## src/rtl/pixel_row_readout_pkg.sv

```systemverilog
// Shared sensor geometry, row-buffer entry layout and serialiser state encoding.
// Everything that agrees on pixel/row widths imports this package.
package PixelSensorConfig;

    localparam int PIXEL_ARRAY_WIDTH  = 4;
    localparam int PIXEL_ARRAY_HEIGHT = 2;
    localparam int PIXEL_BITS         = 8;

    localparam int ROW_IDX_BITS = $clog2(PIXEL_ARRAY_HEIGHT);
    localparam int COL_IDX_BITS = $clog2(PIXEL_ARRAY_WIDTH);

    typedef struct packed {
        logic [PIXEL_ARRAY_WIDTH*PIXEL_BITS-1:0] data;
        logic [ROW_IDX_BITS-1:0]                 row;
    } row_entry_t;

    typedef enum logic {
        S_IDLE   = 1'b0,
        S_STREAM = 1'b1
    } ser_state_t;

endpackage

```

## src/rtl/pixel_row_readout_if.sv

```systemverilog
// Pixel stream from the readout block to the frame sink: one pixel per valid/ready transfer.
// master drives pixel, coordinates and frame markers; slave returns ready.
interface pixel_row_readout_if
    import PixelSensorConfig::*;
#(
    parameter int PIX_W = PIXEL_BITS,
    parameter int ROW_W = ROW_IDX_BITS,
    parameter int COL_W = COL_IDX_BITS
);
    logic             out_valid;
    logic             out_ready;
    logic [PIX_W-1:0] out_pixel;
    logic [ROW_W-1:0] out_row;
    logic [COL_W-1:0] out_col;
    logic             out_sof;
    logic             out_eof;

    modport master (
        output out_valid, out_pixel, out_row, out_col, out_sof, out_eof,
        input  out_ready
    );

    modport slave (
        input  out_valid, out_pixel, out_row, out_col, out_sof, out_eof,
        output out_ready
    );
endinterface

```

## src/rtl/pixel_row_readout_row_fifo.sv

```systemverilog
// Circular synchronous FIFO of whole-row entries; head is visible combinationally, one-cycle write-to-head.
// Backpressure: a push is accepted while full only if a pop happens in the same cycle.
module row_fifo #(
    parameter int DEPTH = 2,
    parameter int WIDTH = 8
) (
    input  logic                       clk,
    input  logic                       reset,
    input  logic                       push,
    input  logic [WIDTH-1:0]           push_data,
    input  logic                       pop,
    output logic                       full,
    output logic                       empty,
    output logic [WIDTH-1:0]           head,
    output logic [$clog2(DEPTH+1)-1:0] count
);
    localparam int PW = (DEPTH > 1) ? $clog2(DEPTH) : 1;
    localparam int CW = $clog2(DEPTH+1);

    logic [WIDTH-1:0] mem [DEPTH];
    logic [PW-1:0]    wr_ptr;
    logic [PW-1:0]    rd_ptr;
    logic             wr_en;
    logic             rd_en;

    // Explicit wrap keeps non-power-of-two depths and DEPTH=1 correct.
    function automatic logic [PW-1:0] ptr_next(input logic [PW-1:0] p);
        return (p == PW'(DEPTH-1)) ? '0 : p + PW'(1);
    endfunction

    assign full  = (count == CW'(DEPTH));
    assign empty = (count == '0);
    assign rd_en = pop && !empty;
    assign wr_en = push && (!full || rd_en);
    assign head  = mem[rd_ptr];

    always_ff @(posedge clk) begin
        if (wr_en) begin
            mem[wr_ptr] <= push_data;
        end
    end

    always_ff @(posedge clk) begin
        if (reset) begin
            wr_ptr <= '0;
            rd_ptr <= '0;
            count  <= '0;
        end else begin
            if (wr_en) begin
                wr_ptr <= ptr_next(wr_ptr);
            end
            if (rd_en) begin
                rd_ptr <= ptr_next(rd_ptr);
            end
            case ({wr_en, rd_en})
                2'b10:   count <= count + CW'(1);
                2'b01:   count <= count - CW'(1);
                default: count <= count;
            endcase
        end
    end
endmodule

```

## src/rtl/pixel_row_readout.sv

```systemverilog
// Captures selected sensor rows into a row FIFO and serialises them one pixel per transfer; first pixel valid the cycle after capture.
// Backpressure: out_ready low holds all outputs; rows arriving while the buffer stays full are dropped and flagged.
module pixel_row_readout #(
    parameter int PIXEL_ARRAY_WIDTH  = PixelSensorConfig::PIXEL_ARRAY_WIDTH,
    parameter int PIXEL_ARRAY_HEIGHT = PixelSensorConfig::PIXEL_ARRAY_HEIGHT,
    parameter int PIXEL_BITS         = PixelSensorConfig::PIXEL_BITS,
    parameter int ROW_BUF_DEPTH      = 2
) (
    input  logic                                    clk,
    input  logic                                    reset,
    input  logic                                    new_row,
    input  logic [PIXEL_ARRAY_HEIGHT-1:0]           p_row_select,
    input  logic [PIXEL_ARRAY_WIDTH*PIXEL_BITS-1:0] p_data,
    pixel_row_readout_if.master                     stream,
    output logic                                    overrun,
    output logic                                    select_error
);
    import PixelSensorConfig::*;

    localparam int RB = $clog2(PIXEL_ARRAY_HEIGHT);
    localparam int CB = $clog2(PIXEL_ARRAY_WIDTH);
    localparam int CW = $clog2(ROW_BUF_DEPTH+1);

    ser_state_t    state;
    logic [CB-1:0] col;
    logic          row_onehot;
    logic [RB-1:0] row_enc;
    row_entry_t    push_entry;
    row_entry_t    head;
    logic          fifo_full;
    logic          fifo_empty;
    logic [CW-1:0] fifo_count;
    logic [CW-1:0] cnt_next;
    logic          valid;
    logic          xfer;
    logic          last_col;
    logic          pop;
    logic          push_ok;
    logic          capture;

    always_comb begin
        row_enc = '0;
        for (int i = 0; i < PIXEL_ARRAY_HEIGHT; i++) begin
            if (p_row_select[i]) begin
                row_enc = row_enc | RB'(i);
            end
        end
    end

    assign row_onehot      = $onehot(p_row_select);
    assign capture         = new_row && row_onehot;
    assign push_entry.data = p_data;
    assign push_entry.row  = row_enc;

    assign valid    = (state == S_STREAM);
    assign xfer     = valid && stream.out_ready;
    assign last_col = (col == CB'(PIXEL_ARRAY_WIDTH-1));
    assign pop      = xfer && last_col && !fifo_empty;
    // A full buffer still takes the new row when the head row finishes this cycle.
    assign push_ok  = capture && (!fifo_full || pop);
    assign cnt_next = fifo_count + CW'(push_ok) - CW'(pop);

    row_fifo #(
        .DEPTH (ROW_BUF_DEPTH),
        .WIDTH ($bits(row_entry_t))
    ) u_row_fifo (
        .clk       (clk),
        .reset     (reset),
        .push      (push_ok),
        .push_data (push_entry),
        .pop       (pop),
        .full      (fifo_full),
        .empty     (fifo_empty),
        .head      (head),
        .count     (fifo_count)
    );

    always_ff @(posedge clk) begin
        if (reset) begin
            state        <= S_IDLE;
            col          <= '0;
            overrun      <= 1'b0;
            select_error <= 1'b0;
        end else begin
            state <= (cnt_next != '0) ? S_STREAM : S_IDLE;
            if (xfer) begin
                col <= last_col ? '0 : col + CB'(1);
            end
            if (capture && fifo_full && !pop) begin
                overrun <= 1'b1;
            end
            if (new_row && !row_onehot) begin
                select_error <= 1'b1;
            end
        end
    end

    // Gated with valid so an idle block presents all-zero outputs.
    assign stream.out_valid = valid;
    assign stream.out_pixel = valid ? head.data[col*PIXEL_BITS +: PIXEL_BITS] : '0;
    assign stream.out_row   = valid ? head.row : '0;
    assign stream.out_col   = valid ? col : '0;
    assign stream.out_sof   = valid && (head.row == '0) && (col == '0);
    assign stream.out_eof   = valid && (head.row == RB'(PIXEL_ARRAY_HEIGHT-1)) && last_col;
endmodule

```

## src/flat_wrapper.sv

```systemverilog
// flat-port wrapper written by rule: the top's interface ports become plain ports
module pixel_row_readout_flat import PixelSensorConfig::*;
#(
    parameter int PIXEL_ARRAY_WIDTH  = PixelSensorConfig::PIXEL_ARRAY_WIDTH,
    parameter int PIXEL_ARRAY_HEIGHT = PixelSensorConfig::PIXEL_ARRAY_HEIGHT,
    parameter int PIXEL_BITS         = PixelSensorConfig::PIXEL_BITS,
    parameter int ROW_BUF_DEPTH      = 2
)
  (clk, reset, new_row, p_row_select, p_data, overrun, select_error, stream_out_valid, stream_out_pixel, stream_out_row, stream_out_col, stream_out_sof, stream_out_eof, stream_out_ready);
  pixel_row_readout_if stream_i ();
  input  logic clk;
  input  logic reset;
  input  logic new_row;
  input  logic [PIXEL_ARRAY_HEIGHT-1:0] p_row_select;
  input  logic [PIXEL_ARRAY_WIDTH*PIXEL_BITS-1:0] p_data;
  output logic overrun;
  output logic select_error;
  output wire logic [$bits(stream_i.out_valid)-1:0] stream_out_valid;
  output wire logic [$bits(stream_i.out_pixel)-1:0] stream_out_pixel;
  output wire logic [$bits(stream_i.out_row)-1:0] stream_out_row;
  output wire logic [$bits(stream_i.out_col)-1:0] stream_out_col;
  output wire logic [$bits(stream_i.out_sof)-1:0] stream_out_sof;
  output wire logic [$bits(stream_i.out_eof)-1:0] stream_out_eof;
  input wire logic [$bits(stream_i.out_ready)-1:0] stream_out_ready;
  assign stream_out_valid = stream_i.out_valid;
  assign stream_out_pixel = stream_i.out_pixel;
  assign stream_out_row = stream_i.out_row;
  assign stream_out_col = stream_i.out_col;
  assign stream_out_sof = stream_i.out_sof;
  assign stream_out_eof = stream_i.out_eof;
  assign stream_i.out_ready = stream_out_ready;
  pixel_row_readout #(.PIXEL_ARRAY_WIDTH(PIXEL_ARRAY_WIDTH), .PIXEL_ARRAY_HEIGHT(PIXEL_ARRAY_HEIGHT), .PIXEL_BITS(PIXEL_BITS), .ROW_BUF_DEPTH(ROW_BUF_DEPTH)) u_core (.clk(clk), .reset(reset), .new_row(new_row), .p_row_select(p_row_select), .p_data(p_data), .stream(stream_i), .overrun(overrun), .select_error(select_error));
endmodule
```

## config.mk

```make
export PLATFORM = sky130hd
export DESIGN_NAME = pixel_row_readout_flat
export DESIGN_NICKNAME = d
export VERILOG_FILES = /design/src/rtl/pixel_row_readout_pkg.sv /design/src/rtl/pixel_row_readout_if.sv /design/src/rtl/pixel_row_readout_row_fifo.sv /design/src/rtl/pixel_row_readout.sv /design/src/flat_wrapper.sv
export SDC_FILE = /design/constraint.sdc
export NUM_CORES = 1
export LEC_CHECK = 0
export ABC_AREA = 1
export CORE_MARGIN = 4
export CORE_UTILIZATION = 25
export CTS_CLUSTER_DIAMETER = 40
export DETAILED_ROUTE_END_ITERATION = 6
export DONT_BUFFER_PORTS = 1
export GPL_TIMING_DRIVEN = 1
export PLACE_DENSITY_LB_ADDON = 0.2
export SYNTH_ARGS = -nofsm -noshare
export SYNTH_HDL_FRONTEND = slang
export SYNTH_SLANG_ARGS = --single-unit
```

## constraint.sdc

```tcl
create_clock -name clk -period 8.2 [get_ports clk]
set_input_delay 1.64 -clock clk [delete_from_list [all_inputs] [get_ports clk]]
set_output_delay 1.64 -clock clk [all_outputs]
set_load 0.02 [all_outputs]
```

==> results by group <==
Final layout
  – Proportion of layout cells with a drive suffix above 1: 0.0700
  – Final std cells w/o fill: 472
  – Most frequent cells in the layout: nor2_1, edfxtp_1, nand2_1
  – Ant diodes: 0
  – Layout area overhead: 12.5%
  – Most common cell after layout, fill and taps aside: nor2_1
  – Nets: 338

Pwr
  – Cell area power density: 238 nW/um^2
  – Peak supply drop: 0.0807 mV
  – Power share of the combinational group: 0.066
  – Pint: 0.658 mW
  – Sequential share of power: 0.521
  – Sw Share: 0.235
  – Leakage: 1.32 nW
  – Clock network fraction of total power: 0.413
  – Net Sw Power: 0.202 mW

Flow run
  – Max-capacitance violation count: 0

Synthesis
  – Synth Area in Compound Gates: 0.0773
  – Synthesis Warnings: 0
  – Area share of and/or/nand/nor cells after synthesis: 0.154
  – Post-Synth Adder-Cell Area: 0.0195
  – Post-synthesis net count: between 300 and 400
  – Post-synthesis sequential area ratio: 0.680
  – Mapped cell area: roughly 3200 sq um
  – Largest family of logic cells by synthesized area: simple AND/OR/NAND/NOR gates
  – Mux cell area share after synthesis: 0.00429
  – Netlist cell types: 23
  – Synth Area in XOR/XNOR: 0.00546
  – Syn Area/Cell: 10.9 sq um
  – #FFs+latches synth: 76
  – Synth Instances: around 290

STA
  – Setup TNS: 0 ns
  – Slew margin rel.: 0.316
  – Final setup vio count: 0
  – Crit share post-route: 0.434
  – Min Tclk post-route: 3.56 ns
  – FMAX: 281 MHz
  – Clock skew: 0.00728 ns
  – Worst Max-Slew Pin Slew: 1.02 ns
  – Pins Over Slew Limit: 0
  – Fin. Hold Viols: 0
  – RSZ-0062 raised after global routing: no

Die
  – Starting density of the core: 0.255
  – Core Region: 12600 sq um
  – Die Y: 121 microns
  – Io pins: 54
  – Die X-Extent: roughly 120 microns
  – Rows: between 40 and 50
  – Die footprint: 14700 sq um

Clock tree
  – Post-CTS setup buffers: 0
  – CTS resizes: 0
  – Cts hold-fix bufs: 0
  – CTS tree: built
  – CTS Sinks: between 70 and 80
  – H-tree Lvls: 3
  – Root Driver: clkbuf_16
  – Clock slew at reported path FFs: 0.05 ns
  – Worst-Skew Late Latency: 0.33 ns
  – Clock Path Buffers: 2
  – CTS buffer count: 9

Placement
  – Gpl congestion: about 0.76
  – Placed cells: 456
  – DPL Wire Length: 4700 microns
  – Buffers on Ports: 0

Worst setup path
  – Worst setup path category: reg2out
  – Highest net fanout along the worst path: 28
  – CP Data Arrival Time: 1.92 ns
  – Reg2reg path depth: 6
  – Reg-to-reg critical path startpoint: u_core.col[0]$_SDFFE_PP0N_
  – Critical Path End Type: output port
  – WP data required: 6.56 ns
  – CP Launch Type: flop

Detailed routing
  – Drt first pass iters: 4
  – Vias: 1967
  – Initial DRC count: 163
  – DRT antenna net count: 0
  – WL/cell: roughly 15 microns
  – Vias per inst: ~4.2
  – Routed WL: 7290 microns
  – Remaining DRCs: 0

GRT
  – Grt total ovfl: 0
  – Antenna violations before repair: 0
  – Number of global-route vias before repair: 1998
  – First-pass GRT wire length: 11200 microns
  – GRT Total Usage: 0.104
  – Pin count of the biggest net entering global routing: 34

Worst hold path
  – HP Class: reg2reg
  – Hold depth: 2
  – Hold Startpoint: u_core.u_row_fifo.rd_ptr$_SDFFE_PP0P_

Outcome
  – Status: completed
## power by group through the flow
| stage | Combinational [mW] | Clock [mW] | Sequential, mW |
|---|---|---|---|
| final | 0.0563 | 0.355 | 0.448 |
| after global routing | 0.0652 | 0.383 | 0.450 |
| after CTS | 0.0582 | 0.365 | 0.448 |
| after detailed placement | 0.0580 | 0 | 0.456 |
| after global placement | 0.0576 | 0 | 0.456 |
| after floorplan | 0.0441 | 0 | 0.455 |
## cells in the mapped netlist
| cell type | n | area [sq um] |
|---|---|---|
| xnor2_1 | 1 | 8.76 |
| inv_4 | 1 | 6.26 |
| inv_1 | 18 | 67.6 |
| buf_4 | 1 | 7.51 |
| buf_6 | 8 | 90.1 |
| dfxtp_1 | 10 | 200 |
| nor3_1 | 1 | 5.00 |
| mux2i_2 | 1 | 13.8 |
| nor2_1 | 70 | 263 |
| and3_1 | 1 | 6.26 |
| nand2_1 | 51 | 191 |
| clkinv_1 | 1 | 3.75 |
| a211oi_1 | 1 | 7.51 |
| o21ai_1 | 13 | 65.1 |
| nand3_1 | 4 | 20.0 |
| clkbuf_2 | 1 | 5.00 |
| o21ai_0 | 29 | 145 |
| a21oi_1 | 6 | 30.0 |
| buf_2 | 2 | 10.0 |
| xor2_1 | 1 | 8.76 |
| ha_1 | 5 | 62.6 |
| edfxtp_1 | 66 | 1980 |
| nor3b_1 | 1 | 7.51 |
## per-layer routing
metal,GRT usage,share of wire
met5,0,0
met3,0.0587,0.096
met4,0.0252,0.0060
met2,0.163,0.47
met1,0.123,0.43
## worst paths after layout
kind	endpoint	slack, ns
worst max-delay path	stream_out_pixel[0]	4.64
worst min-delay path	flop	0.50
worst max register to register	u_core.u_row_fifo.mem[0][8]$_DFFE_PP_	5.68
worst min register to register	flop	0.50
## critical path, cell delays in order, from the launching register on
cell and delay [ns]:
dfxtp_1 0.51, buf_4 0.39, nor2_1 0.09, nor2_1 0.08
o21ai_0 0.09, o21ai_1 0.12, nand2_1 0.07, nand2_1 0.22
## state kept, by name, summed over array words and instances (netlist names), named ones only
name,flops
u_core.u_row_fifo.mem,66
u_core.col,2
u_core.u_row_fifo.count,2
u_core.overrun,1
u_core.select_error,1
u_core.stream.out_valid,1
u_core.u_row_fifo.rd_ptr,1
u_core.u_row_fifo.wr_ptr,1
## layout make-up
class	instances	area [sq um]
tap	172	215
multi-input combinational	185	842
fill	1316	8960
clock inverter	7	43.8
inverter	20	77.6
clock buffer	9	225
timing repair buffer	3	22.5
sequential	76	2180
## logic make-up (layout without fill, tap and decap cells)
logic type,count (synthesis),in the layout
xor+xnor,2,2
compound gates,49,49
mux,1,1
flops,76,76
buf+inv,32,39
fa+ha+maj,5,5
simple gates,128,128
## metrics by stage
stage	worst slack, ns	utilization	hold slack [ns]	total power, mW	area, sq um
after floorplan	4.30	-	0.467	0.499	3210
after global placement	4.75	0.266	0.483	0.514	3340
after detailed placement	4.72	0.266	0.487	0.514	3340
after CTS	4.58	0.287	0.502	0.871	3610
after global routing	4.45	0.287	0.568	0.898	3610
final	4.64	0.287	0.496	0.859	3610
(Power assumes the default switching activity.)
